**config.mk**
```make
export PLATFORM = sky130hd
export DESIGN_NAME = sram_port_arbiter
export DESIGN_NICKNAME = d
export VERILOG_FILES = /design/src/rtl/sram_port_arbiter.sv
export SDC_FILE = /design/constraint.sdc
export NUM_CORES = 1
export LEC_CHECK = 0
export CORE_AREA = 2 2 107 109
export CTS_BUF_LIST = sky130_fd_sc_hd__clkbuf_8 sky130_fd_sc_hd__clkbuf_16
export DETAILED_ROUTE_END_ITERATION = 10
export DIE_AREA = 0 0 109 111
export HOLD_SLACK_MARGIN = 0.06
export PLACE_DENSITY = 0.6
export SLEW_MARGIN = 20
export SYNTH_ARGS = -nofsm -noshare
export SYNTH_HDL_FRONTEND = slang
export SYNTH_SLANG_ARGS = --single-unit
```
**constraint.sdc**
```tcl
create_clock -name clk -period 1.55 [get_ports clk]
set_input_delay 0.2325 -clock clk [delete_from_list [all_inputs] [get_ports clk]]
set_output_delay 0.2325 -clock clk [all_outputs]
set_load 0.05 [all_outputs]
```
**src/rtl/sram_port_arbiter.sv**
```systemverilog
// Shares one single-port synchronous SRAM between the fetch and data requesters.
// Data wins by default; a starvation counter forces an inst grant after STARVE_LIMIT data grants.
module sram_port_arbiter #(
    parameter int unsigned ADDR_W       = 32,
    parameter int unsigned DATA_W       = 32,
    parameter int unsigned STARVE_LIMIT = 4
) (
    input  logic                clk,
    input  logic                resetn,

    input  logic                inst_req,
    input  logic [ADDR_W-1:0]   inst_addr,
    output logic                inst_addr_ok,
    output logic                inst_data_ok,
    output logic [DATA_W-1:0]   inst_rdata,

    input  logic                data_req,
    input  logic                data_wr,
    input  logic [DATA_W/8-1:0] data_wstrb,
    input  logic [ADDR_W-1:0]   data_addr,
    input  logic [DATA_W-1:0]   data_wdata,
    output logic                data_addr_ok,
    output logic                data_data_ok,
    output logic [DATA_W-1:0]   data_rdata,

    output logic                sram_en,
    output logic [DATA_W/8-1:0] sram_we,
    output logic [ADDR_W-1:0]   sram_addr,
    output logic [DATA_W-1:0]   sram_wdata,
    input  logic [DATA_W-1:0]   sram_rdata,

    output logic [3:0]          starve_cnt
);

    localparam int unsigned STRB_W = DATA_W / 8;
    localparam logic [3:0]  LIMIT  = 4'(STARVE_LIMIT);

    localparam logic OWNER_INST = 1'b0;
    localparam logic OWNER_DATA = 1'b1;

    logic       grant_inst;
    logic       grant_data;
    logic       starved;
    logic       resp_valid;
    logic       resp_owner;
    logic       resp_is_wr;
    logic [3:0] starve_q;

    // Grant decision; suppressed while reset is asserted so nothing reaches the SRAM.
    always_comb begin
        grant_inst = 1'b0;
        grant_data = 1'b0;
        starved    = (starve_q == LIMIT);
        if (resetn) begin
            if (data_req && !(inst_req && starved)) begin
                grant_data = 1'b1;
            end else if (inst_req) begin
                grant_inst = 1'b1;
            end
        end
    end

    assign inst_addr_ok = grant_inst;
    assign data_addr_ok = grant_data;

    // SRAM port drive; unused fields are forced to zero rather than left floating.
    always_comb begin
        sram_en    = 1'b0;
        sram_we    = '0;
        sram_addr  = '0;
        sram_wdata = '0;
        if (grant_data) begin
            sram_en   = 1'b1;
            sram_addr = data_addr;
            if (data_wr) begin
                sram_we    = data_wstrb;
                sram_wdata = data_wdata;
            end
        end else if (grant_inst) begin
            sram_en   = 1'b1;
            sram_addr = inst_addr;
        end
    end

    // Tracks who owns the word coming back from the SRAM next cycle.
    always_ff @(posedge clk or negedge resetn) begin
        if (!resetn) begin
            resp_valid <= 1'b0;
            resp_owner <= OWNER_INST;
            resp_is_wr <= 1'b0;
        end else begin
            resp_valid <= grant_inst | grant_data;
            if (grant_data) begin
                resp_owner <= OWNER_DATA;
                resp_is_wr <= data_wr;
            end else if (grant_inst) begin
                resp_owner <= OWNER_INST;
                resp_is_wr <= 1'b0;
            end
        end
    end

    // Counts data grants that overtook a waiting fetch.
    always_ff @(posedge clk or negedge resetn) begin
        if (!resetn) begin
            starve_q <= 4'd0;
        end else if (grant_data && inst_req) begin
            if (starve_q != LIMIT) begin
                starve_q <= starve_q + 4'd1;
            end
        end else begin
            starve_q <= 4'd0;
        end
    end

    assign starve_cnt   = starve_q;
    assign inst_data_ok = resp_valid && (resp_owner == OWNER_INST);
    assign data_data_ok = resp_valid && (resp_owner == OWNER_DATA);
    assign inst_rdata   = inst_data_ok ? sram_rdata : '0;
    assign data_rdata   = (data_data_ok && !resp_is_wr) ? sram_rdata : '0;

    logic unused_strb_w;
    assign unused_strb_w = (STRB_W == 0);

endmodule

```
==> results_dict.tcl, run 1 <==
set metrics [dict create \
    path_buf_inv 3 \
    rows 39 \
    layout.cells.non_filler 632 \
    synth.area.top_cells "and3_1, a22o_1, and2_1, dfrtp_1, buf_6" \
    critPathSlowestCell "dfrtp_2" \
    crit_cells 7 \
    status "finished, violations left" \
    cp_data_arrival_time_ns 1.85 \
    violations "setup timing" \
    yosysWarnings 0 \
    wl_per_cell_um 17.3 \
    slew_headroom_pct 87.5 \
    antenna_found_initial 0 \
    grt_max_degree 33 \
    ios 278 \
    ant_nets 0 \
    yosysSeqAreaShare_pct 12.8 \
    fin_util_pct 63.7 \
    cts_max_path_buffers 2 \
    die_x_um 109 \
    insertion_delay_ns 0.23 \
    power_leakage_nw 2.94 \
    hold_viol_final 0 \
    tns_ns -40.92 \
    first_global_vias 3040 \
    dp_slack_ns -0.363 \
    cp_cell_sequence "inv_2 > ha_1 > nand3b_1 > o211a_4 > buf_12 > a22o_4 > buf_12" \
    first_pass_iters 4 \
    grt.overflow.total 0 \
    cap_violations 0 \
    rr_startpoint "starve_cnt[1]" \
    synthesis.nets 325 \
    fin_crit_sh_pct 134 \
    setup_viol 138 \
    synth-seq-cells 7 \
    cp-start-kind "flop" \
    syn_area_mm2 0.00137 \
    cts_max_level 1 \
    drive_gt1_share_pct 68.1 \
    finalNetCount 629 \
    crit_family "compound AO/OA/AOI/OAI gates" \
    slew_viol_final 0 \
    final_cell_mix "buf_12, clkdlybuf4s50_1, and3_4" \
    wl_mm 10.9 \
    cts_root_buf "clkbuf_16" \
    cts_made_buffers 3 \
    power_mw 3.05 \
    die_h_um 111 \
    multiInputGateArea_mm2 0.00178 \
    finalClockSkew_ns 0.00191 \
    crit_type "reg -> out" \
    drc 0 \
    seq_area_um2 180 \
    reg2reg_depth 8 \
    dpl.hpwl_mm 8.47 \
    port_buffers 277 \
    mostFrequentLayoutCell "buf_12" \
    fillCellCount 805 \
    r2r_end "resp_owner" \
    layout_setup_ws_ns -0.529 \
    syn2layout_area_growth_pct 416 \
    cts_tree "built" \
    routed_via_density 4.36 \
    synth_cell_types 21 \
    grt.total_usage_pct 17.3 \
    antenna_cells 0 \
    period_minus_slack_ns 2.08 \
    grt_pass1_wl_mm 16.5 \
    worst_path_most_repeated_cell "buf_12" \
    vias 2755 \
    worst_pin_slew_ns 0.186 \
    syn_area_per_cell_um2 7.35 \
    syn_inst 186 \
    die_area_mm2 0.0121 \
    synth_top_area_cell "and3_1" \
    path_clk_slew_ns 0.04 \
    synth_top_area_share_pct 31.1 \
    drt_iter0_drc 67 \
    regToRegSetupSlack_ns -0.12 \
    fp.coreArea_mm2 0.0111 \
    required_ns 1.32 \
    clock_sinks 7 \
    hold_buffers 0 \
    start_util_pct 12.3 \
    power_density_mw_per_mm2 432 \
    worstPathMaxFanout 26 \
    dp.cells 606 \
    end_kind "primary output" \
    rsz0062_at_grt "true" \
    place.gp.congestion 0.779 \
    timing.fmax_mhz 481 \
    hp-class "in -> async" \
    slowest_delay_ns 0.40 \
    vdd_ir_drop_max_uv 304 \
]
## registers in the layout, indices dropped and copies added, names as in the netlist
signal      flops
resp_valid      1
starve_cnt      4
resp_owner      1
resp_is_wr      1
## timing repair
item,4_1_cts,5_1_grt
setup endpoints to repair,137,139
gates cloned,7,2
resized for setup,85,8
buffers inserted,12,3
pin swaps,42,13
endpoints found under the hold margin,0,0
## kinds of logic after synthesis
group,synth area share [%]
simple gates,49.6
compound gates,23.6
buf+inv,10.8
flops,12.8
xor+xnor,1.28
fa+ha+maj,1.83
## worst register-to-register path: cells and delay by family, from the launching register on
| family | cells | cell delay, ns |
|---|---|---|
| flops | 1 | 0.40 |
| compound gates | 2 | 0.46 |
| buf+inv | 4 | 0.45 |
| simple gates | 1 | 0.12 |
| fa+ha+maj | 1 | 0.13 |
## where the power goes
group,internal [mW],switching (mW)
logic,1.34,1.07
clock network,0.338,0.0965
registers,0.193,0.00527
## metal layers
| layer | global-route usage, % | up-vias | share of wire (%) | wire length (um) |
|---|---|---|---|---|
| met1 | 18.3 | 1272 | 34 | 3670 |
| met3 | 4.41 | 9 | 9.9 | 1080 |
| met4 | 2.65 | 0 | 0.92 | 100 |
| met5 | 0 | - | 0 | 0 |
| met2 | 34.1 | 178 | 56 | 6050 |
| li1 | - | 1296 | - | - |
## cell type report
type	instances	area share, %
well taps	143	2.54
inverters	5	0.266
clock inverters	1	0.0709
clock buffers	3	1.06
flip-flops and latches	7	2.55
repair buffers	322	68.3
multi-input cells	151	25.2
## Yosys cell counts
| library cell | number |
|---|---|
| a21o_1 | 1 |
| nor3_1 | 4 |
| buf_2 | 4 |
| xnor2_1 | 1 |
| buf_6 | 5 |
| a21oi_2 | 1 |
| nand3_1 | 1 |
| o2bb2ai_1 | 1 |
| nand3b_1 | 1 |
| o211a_1 | 1 |
| o21a_1 | 1 |
| inv_1 | 5 |
| xor2_1 | 1 |
| ha_1 | 2 |
| dfrtp_1 | 7 |
| nand2_1 | 2 |
| and2_1 | 33 |
| nor2b_1 | 1 |
| a22o_1 | 32 |
| clkbuf_1 | 14 |
| and3_1 | 68 |
## worst max-delay path by stage
stage	endpoint	slack, ns	start
floorplan	sram_addr[0]	-0.35	starve_cnt[0]
global placement	sram_addr[3]	-0.35	inst_req
detailed placement	sram_addr[6]	-0.36	inst_req
CTS	sram_addr[26]	-0.55	starve_cnt[0]
global route	sram_addr[26]	-0.59	starve_cnt[1]
finish	sram_addr[26]	-0.53	starve_cnt[1]
## through the flow
stage | area [um^2] | hold slack [ns]
2_1_floorplan | 1890 | -0.0631
3_3_place_gp | 6330 | 0.482
3_5_place_dp | 6330 | 0.488
4_1_cts | 7000 | 0.374
5_1_grt | 7060 | 0.392
6_report | 7060 | 0.370
No activity file was read; power rests on OpenSTA's default activity.
==> run 2, diff against run 1 <==
==> constraint.sdc (replaced) <==
create_clock -name clk -period 1.55 [get_ports clk]
set_input_delay 0.2325 -clock clk [delete_from_list [all_inputs] [get_ports clk]]
set_output_delay 0.2325 -clock clk [all_outputs]
set_load 0.01 [all_outputs]
==> results_dict.tcl, run 2 (synthesized netlist as in run 1, its figures left out) <==
set metrics [dict create \
    cp_data_arrival_time_ns 1.94 \
    finalClockSkew_ns 0.000342 \
    cts_max_level 1 \
    start_util_pct 12.3 \
    reg2reg_depth 8 \
    cp-start-kind "flop" \
    regToRegSetupSlack_ns -0.16 \
    fp.coreArea_mm2 0.0111 \
    antenna_found_initial 0 \
    timing.fmax_mhz 461 \
    layout_setup_ws_ns -0.618 \
    hp-class "in -> async" \
    dp_slack_ns -0.690 \
    rows 39 \
    grt_pass1_wl_mm 15.2 \
    antenna_cells 0 \
    setup_viol 102 \
    first_global_vias 2783 \
    routed_via_density 4.24 \
    wl_mm 10.8 \
    place.gp.congestion 0.812 \
    path_clk_slew_ns 0.04 \
    first_pass_iters 4 \
    placedInstanceArea_mm2 0.00454 \
    switching_share_pct 29.1 \
    seqPwrFrac_pct 10.2 \
    status "finished, violations left" \
    grt.total_usage_pct 16.1 \
    fin_crit_sh_pct 140 \
    ant_nets 0 \
    fillCellCount 1058 \
    wl_per_cell_um 16.6 \
    grt.overflow.total 0 \
    cts_tree "built" \
    cts_made_buffers 3 \
    required_ns 1.32 \
    cts_max_path_buffers 2 \
    cap_violations 0 \
    finalNetCount 648 \
    mostFrequentLayoutCell "clkdlybuf4s50_1" \
    slew_viol_final 0 \
    cts_root_buf "clkbuf_16" \
    slew_headroom_pct 88.9 \
    ios 278 \
    pwr-share-clk_pct 22.3 \
    insertion_delay_ns 0.23 \
    power_density_mw_per_mm2 376 \
    drive_gt1_share_pct 53.9 \
    multiInputGateArea_mm2 0.00136 \
    die_area_mm2 0.0121 \
    p_comb_share_pct 67.5 \
    drc 0 \
    p_int_mw 1.38 \
    period_minus_slack_ns 2.17 \
    final_cell_mix "clkdlybuf4s50_1, buf_6, buf_2" \
    power_leakage_nw 2.53 \
    r2r_end "resp_owner" \
    worst_pin_slew_ns 0.166 \
    dpl.hpwl_mm 7.68 \
    rsz0062_at_grt "true" \
    hold_viol_final 0 \
    drt_iter0_drc 83 \
    power_switching_mw 0.565 \
    worstPathMaxFanout 18 \
    stdcell_area_mm2 0.00517 \
    clock_sinks 7 \
    hold_buffers 0 \
    die_x_um 109 \
    seq_area_um2 175 \
    vias 2760 \
    crit_type "reg -> out" \
    syn2layout_area_growth_pct 278 \
    die_h_um 111 \
    rr_startpoint "starve_cnt[1]" \
    port_buffers 277 \
    violations "setup timing" \
    end_kind "primary output" \
    largest_register_ff_count 4 \
    grt_max_degree 28 \
    vdd_ir_drop_max_uv 259 \
    tns_ns -41.13 \
]
[run 2: how the worst max path moves through the flow]
| stage | end | cells past startpoint | slack, ns | start |
|---|---|---|---|---|
| finish | sram_addr[30] | 8 | -0.62 | starve_cnt[1] |
| global route | sram_addr[30] | 11 | -0.71 | starve_cnt[1] |
| CTS | sram_wdata[20] | 9 | -0.65 | starve_cnt[0] |
| detailed placement | sram_addr[30] | 6 | -0.69 | inst_req |
| global placement | sram_addr[30] | 6 | -0.68 | inst_req |
| floorplan | sram_addr[30] | 7 | -0.17 | starve_cnt[0] |
[run 2: critical path, stage by stage, from the launching register on]
cell,delay (ns)
dfrtp_1,0.37
inv_1,0.06
ha_2,0.16
nand3b_1,0.13
o211a_4,0.34
buf_6,0.15
buf_16,0.14
a22o_1,0.21
buf_2,0.14
[run 2: power by group through the flow]
| stage | sequential (mW) | combinational (mW) | clock (mW) |
|---|---|---|---|
| after floorplan | 0.199 | 0.335 | 0 |
| after global placement | 0.199 | 1.10 | 0 |
| after detailed placement | 0.199 | 1.11 | 0 |
| after CTS | 0.199 | 1.19 | 0.437 |
| after global routing | 0.199 | 1.40 | 0.451 |
| final | 0.198 | 1.31 | 0.434 |
[run 2: what timing repair did]
action                                 4_1_cts  5_1_grt
setup buffers                               26        9
endpoints found under the hold margin        0        0
gates cloned                                 9        1
setup endpoints to repair                  137      125
gates resized for setup                    595      116
pin swaps                                    7       29
[run 2: area by class of cell]
class | count | area share, %
Timing Repair Buffer | 341 | 65.0
Multi-Input combinational cell | 151 | 26.3
Tap cell | 143 | 3.46
Sequential cell | 7 | 3.39
Clock buffer | 3 | 1.45
Inverter | 5 | 0.363
Clock inverter | 1 | 0.0726
[run 2: layer usage]
layer / global-route usage, % / share of wire, % / routed length [um]
met5: 0 / 0 / 0
met4: 2.65 / 0.62 / 67
met3: 3.53 / 10 / 1090
met2: 32.1 / 55 / 5950
met1: 16.8 / 34 / 3700
[run 2: metrics by stage]
step / std cells / util, % / hold WS [ns] / power (mW)
detailed placement: 608 / 41.0 / 0.544 / 1.31
global route: 651 / 46.7 / 0.442 / 2.05
floorplan: 186 / - / -0.0631 / 0.535
finish: 651 / 46.7 / 0.396 / 1.94
CTS: 647 / 42.5 / 0.402 / 1.83
global placement: 608 / 41.0 / 0.543 / 1.30
==> run 3, diff against run 2 <==
--- a/config.mk
+++ b/config.mk
@@ -10,7 +10,7 @@
 export DETAILED_ROUTE_END_ITERATION = 10
 export DIE_AREA = 0 0 109 111
 export HOLD_SLACK_MARGIN = 0.06
-export PLACE_DENSITY = 0.6
+export PLACE_DENSITY_LB_ADDON = 0.08
 export SLEW_MARGIN = 20
 export SYNTH_ARGS = -nofsm -noshare
 export SYNTH_HDL_FRONTEND = slang
==> results_dict.tcl, run 3 (synthesized netlist as in run 1, its figures left out) <==
set metrics [dict create \
    dpl.hpwl_mm 7.70 \
    mostFrequentLayoutCell "clkdlybuf4s50_1" \
    start_util_pct 12.3 \
    fin_crit_sh_pct 138 \
    rsz0062_at_grt "true" \
    startpoint "starve_cnt[1]" \
    violations "setup timing" \
    clock_sinks 7 \
    end_kind "primary output" \
    reg2reg_depth 8 \
    layout.cells.non_filler 646 \
    crit_type "reg -> out" \
    path_buf_inv 5 \
    finalNetCount 643 \
    critPathSlowestCell "dfrtp_1" \
    fin_util_pct 48.3 \
    die_h_um 111 \
    power_leakage_nw 2.52 \
    slew_viol_final 0 \
    cts_max_level 1 \
    path_clk_slew_ns 0.04 \
    worst_pin_slew_ns 0.175 \
    cts_max_path_buffers 2 \
    power_density_mw_per_mm2 366 \
    die_x_um 109 \
    r2r_end "resp_owner" \
    vdd_ir_drop_max_uv 304 \
    cp-start-kind "flop" \
    timing.fmax_mhz 466 \
    vias 2741 \
    drc 0 \
    drt_iter0_drc 73 \
    antenna_cells 0 \
    wl_per_cell_um 16.5 \
    place.gp.congestion 0.730 \
    required_ns 1.32 \
    cap_violations 0 \
    rr_startpoint "starve_cnt[1]" \
    port_buffers 277 \
    worstPathMaxFanout 5 \
    layout_setup_ws_ns -0.594 \
    die_area_mm2 0.0121 \
    cts_root_buf "clkbuf_16" \
    grt.overflow.total 0 \
    ant_nets 0 \
    hold_buffers 0 \
    final_cell_mix "clkdlybuf4s50_1, buf_6, and3_4" \
    finalClockSkew_ns 0.00122 \
    hp-class "in -> async" \
    crit_family "buffers and inverters" \
    first_global_vias 2748 \
    holdWs_ns 0.468 \
    crit_cells 9 \
    hold_viol_final 0 \
    rows 39 \
    wl_mm 10.7 \
    routed_via_density 4.24 \
    insertion_delay_ns 0.23 \
    dp.cells 607 \
    period_minus_slack_ns 2.14 \
    syn2layout_area_growth_pct 291 \
    dp_slack_ns -0.742 \
    slowest_delay_ns 0.37 \
    regToRegSetupSlack_ns -0.07 \
    cp_data_arrival_time_ns 1.91 \
    drive_gt1_share_pct 57.1 \
    ios 278 \
    largest_register_ff_count 4 \
    cp-endpoint "sram_wdata[29]" \
    setup_viol 92 \
    cts_tree "built" \
    fp.coreArea_mm2 0.0111 \
    grt_max_degree 37 \
    slew_headroom_pct 88.3 \
    worst_path_most_repeated_cell "buf_6" \
    grt_pass1_wl_mm 15.2 \
    antenna_found_initial 0 \
    first_pass_iters 4 \
    cp_cell_sequence "inv_1 > ha_2 > nand3b_1 > o211a_4 > buf_6 > buf_12 > clkbuf_16 > and3_4 > buf_6" \
    status "finished, violations left" \
    grt.total_usage_pct 16.2 \
    cts_made_buffers 3 \
]
run 3: cell count changes in the layout (fill, tap and decap cells not counted), sizes merged:
| cell | before | now |
|---|---|---|
| buf | 197 | 188 |
| clkdlybuf4s15 | 0 | 1 |
| clkbuf | 6 | 9 |
run 3: tightest hold or removal path: stages:
cell and delay [ns]:
clkdlybuf4s50_1 0.53, buf_6 0.12, buf_4 0.15
run 3: worst min-delay path by stage:
stage	end	slack, ns	cells after the start
after floorplan	resp_is_wr	-0.06	0
after global placement	starve_cnt[0]	0.54	2
after detailed placement	starve_cnt[0]	0.55	2
after CTS	starve_cnt[1]	0.47	3
after global routing	starve_cnt[2]	0.51	3
final	resp_is_wr	0.47	3
run 3: layer usage:
layer	vias up	part of all wire (%)	routed length, um	track usage, %
met5	-	0	0	0
met4	0	0.97	104	3.42
met3	6	10	1120	4.76
met2	153	59	6290	33.3
met1	1250	30	3170	15.1
li1	1332	-	-	-
run 3: area by class of cell:
cell class	instances	area, um^2
tap	143	179
clock buffer	3	75.1
sequential	7	175
clock inverter	1	3.75
inverter	5	18.8
fill	1069	5730
timing repair buffer	336	3470
multi-input combinational	151	1430
run 3: stage by stage:
stage | area (um^2) | total power [mW] | TNS (ns)
after global placement | 4510 | 1.29 | -53.00
final | 5350 | 1.96 | -37.77
after floorplan | 1480 | 0.535 | -9.82
after global routing | 5350 | 2.07 | -45.98
after detailed placement | 4510 | 1.29 | -53.20
after CTS | 4680 | 1.79 | -41.40
run 3: power by group:
| group | internal, mW | switching (mW) |
|---|---|---|
| registers | 0.193 | 0.00465 |
| logic | 0.876 | 0.459 |
| clock network | 0.335 | 0.0899 |
run 3: what timing repair did:
item | 4_1_cts | 5_1_grt
pin swaps | 18 | 56
buffers inserted | 20 | 5
gates resized for setup | 611 | 151
cloned | 12 | 4
endpoints found under the setup margin | 137 | 132
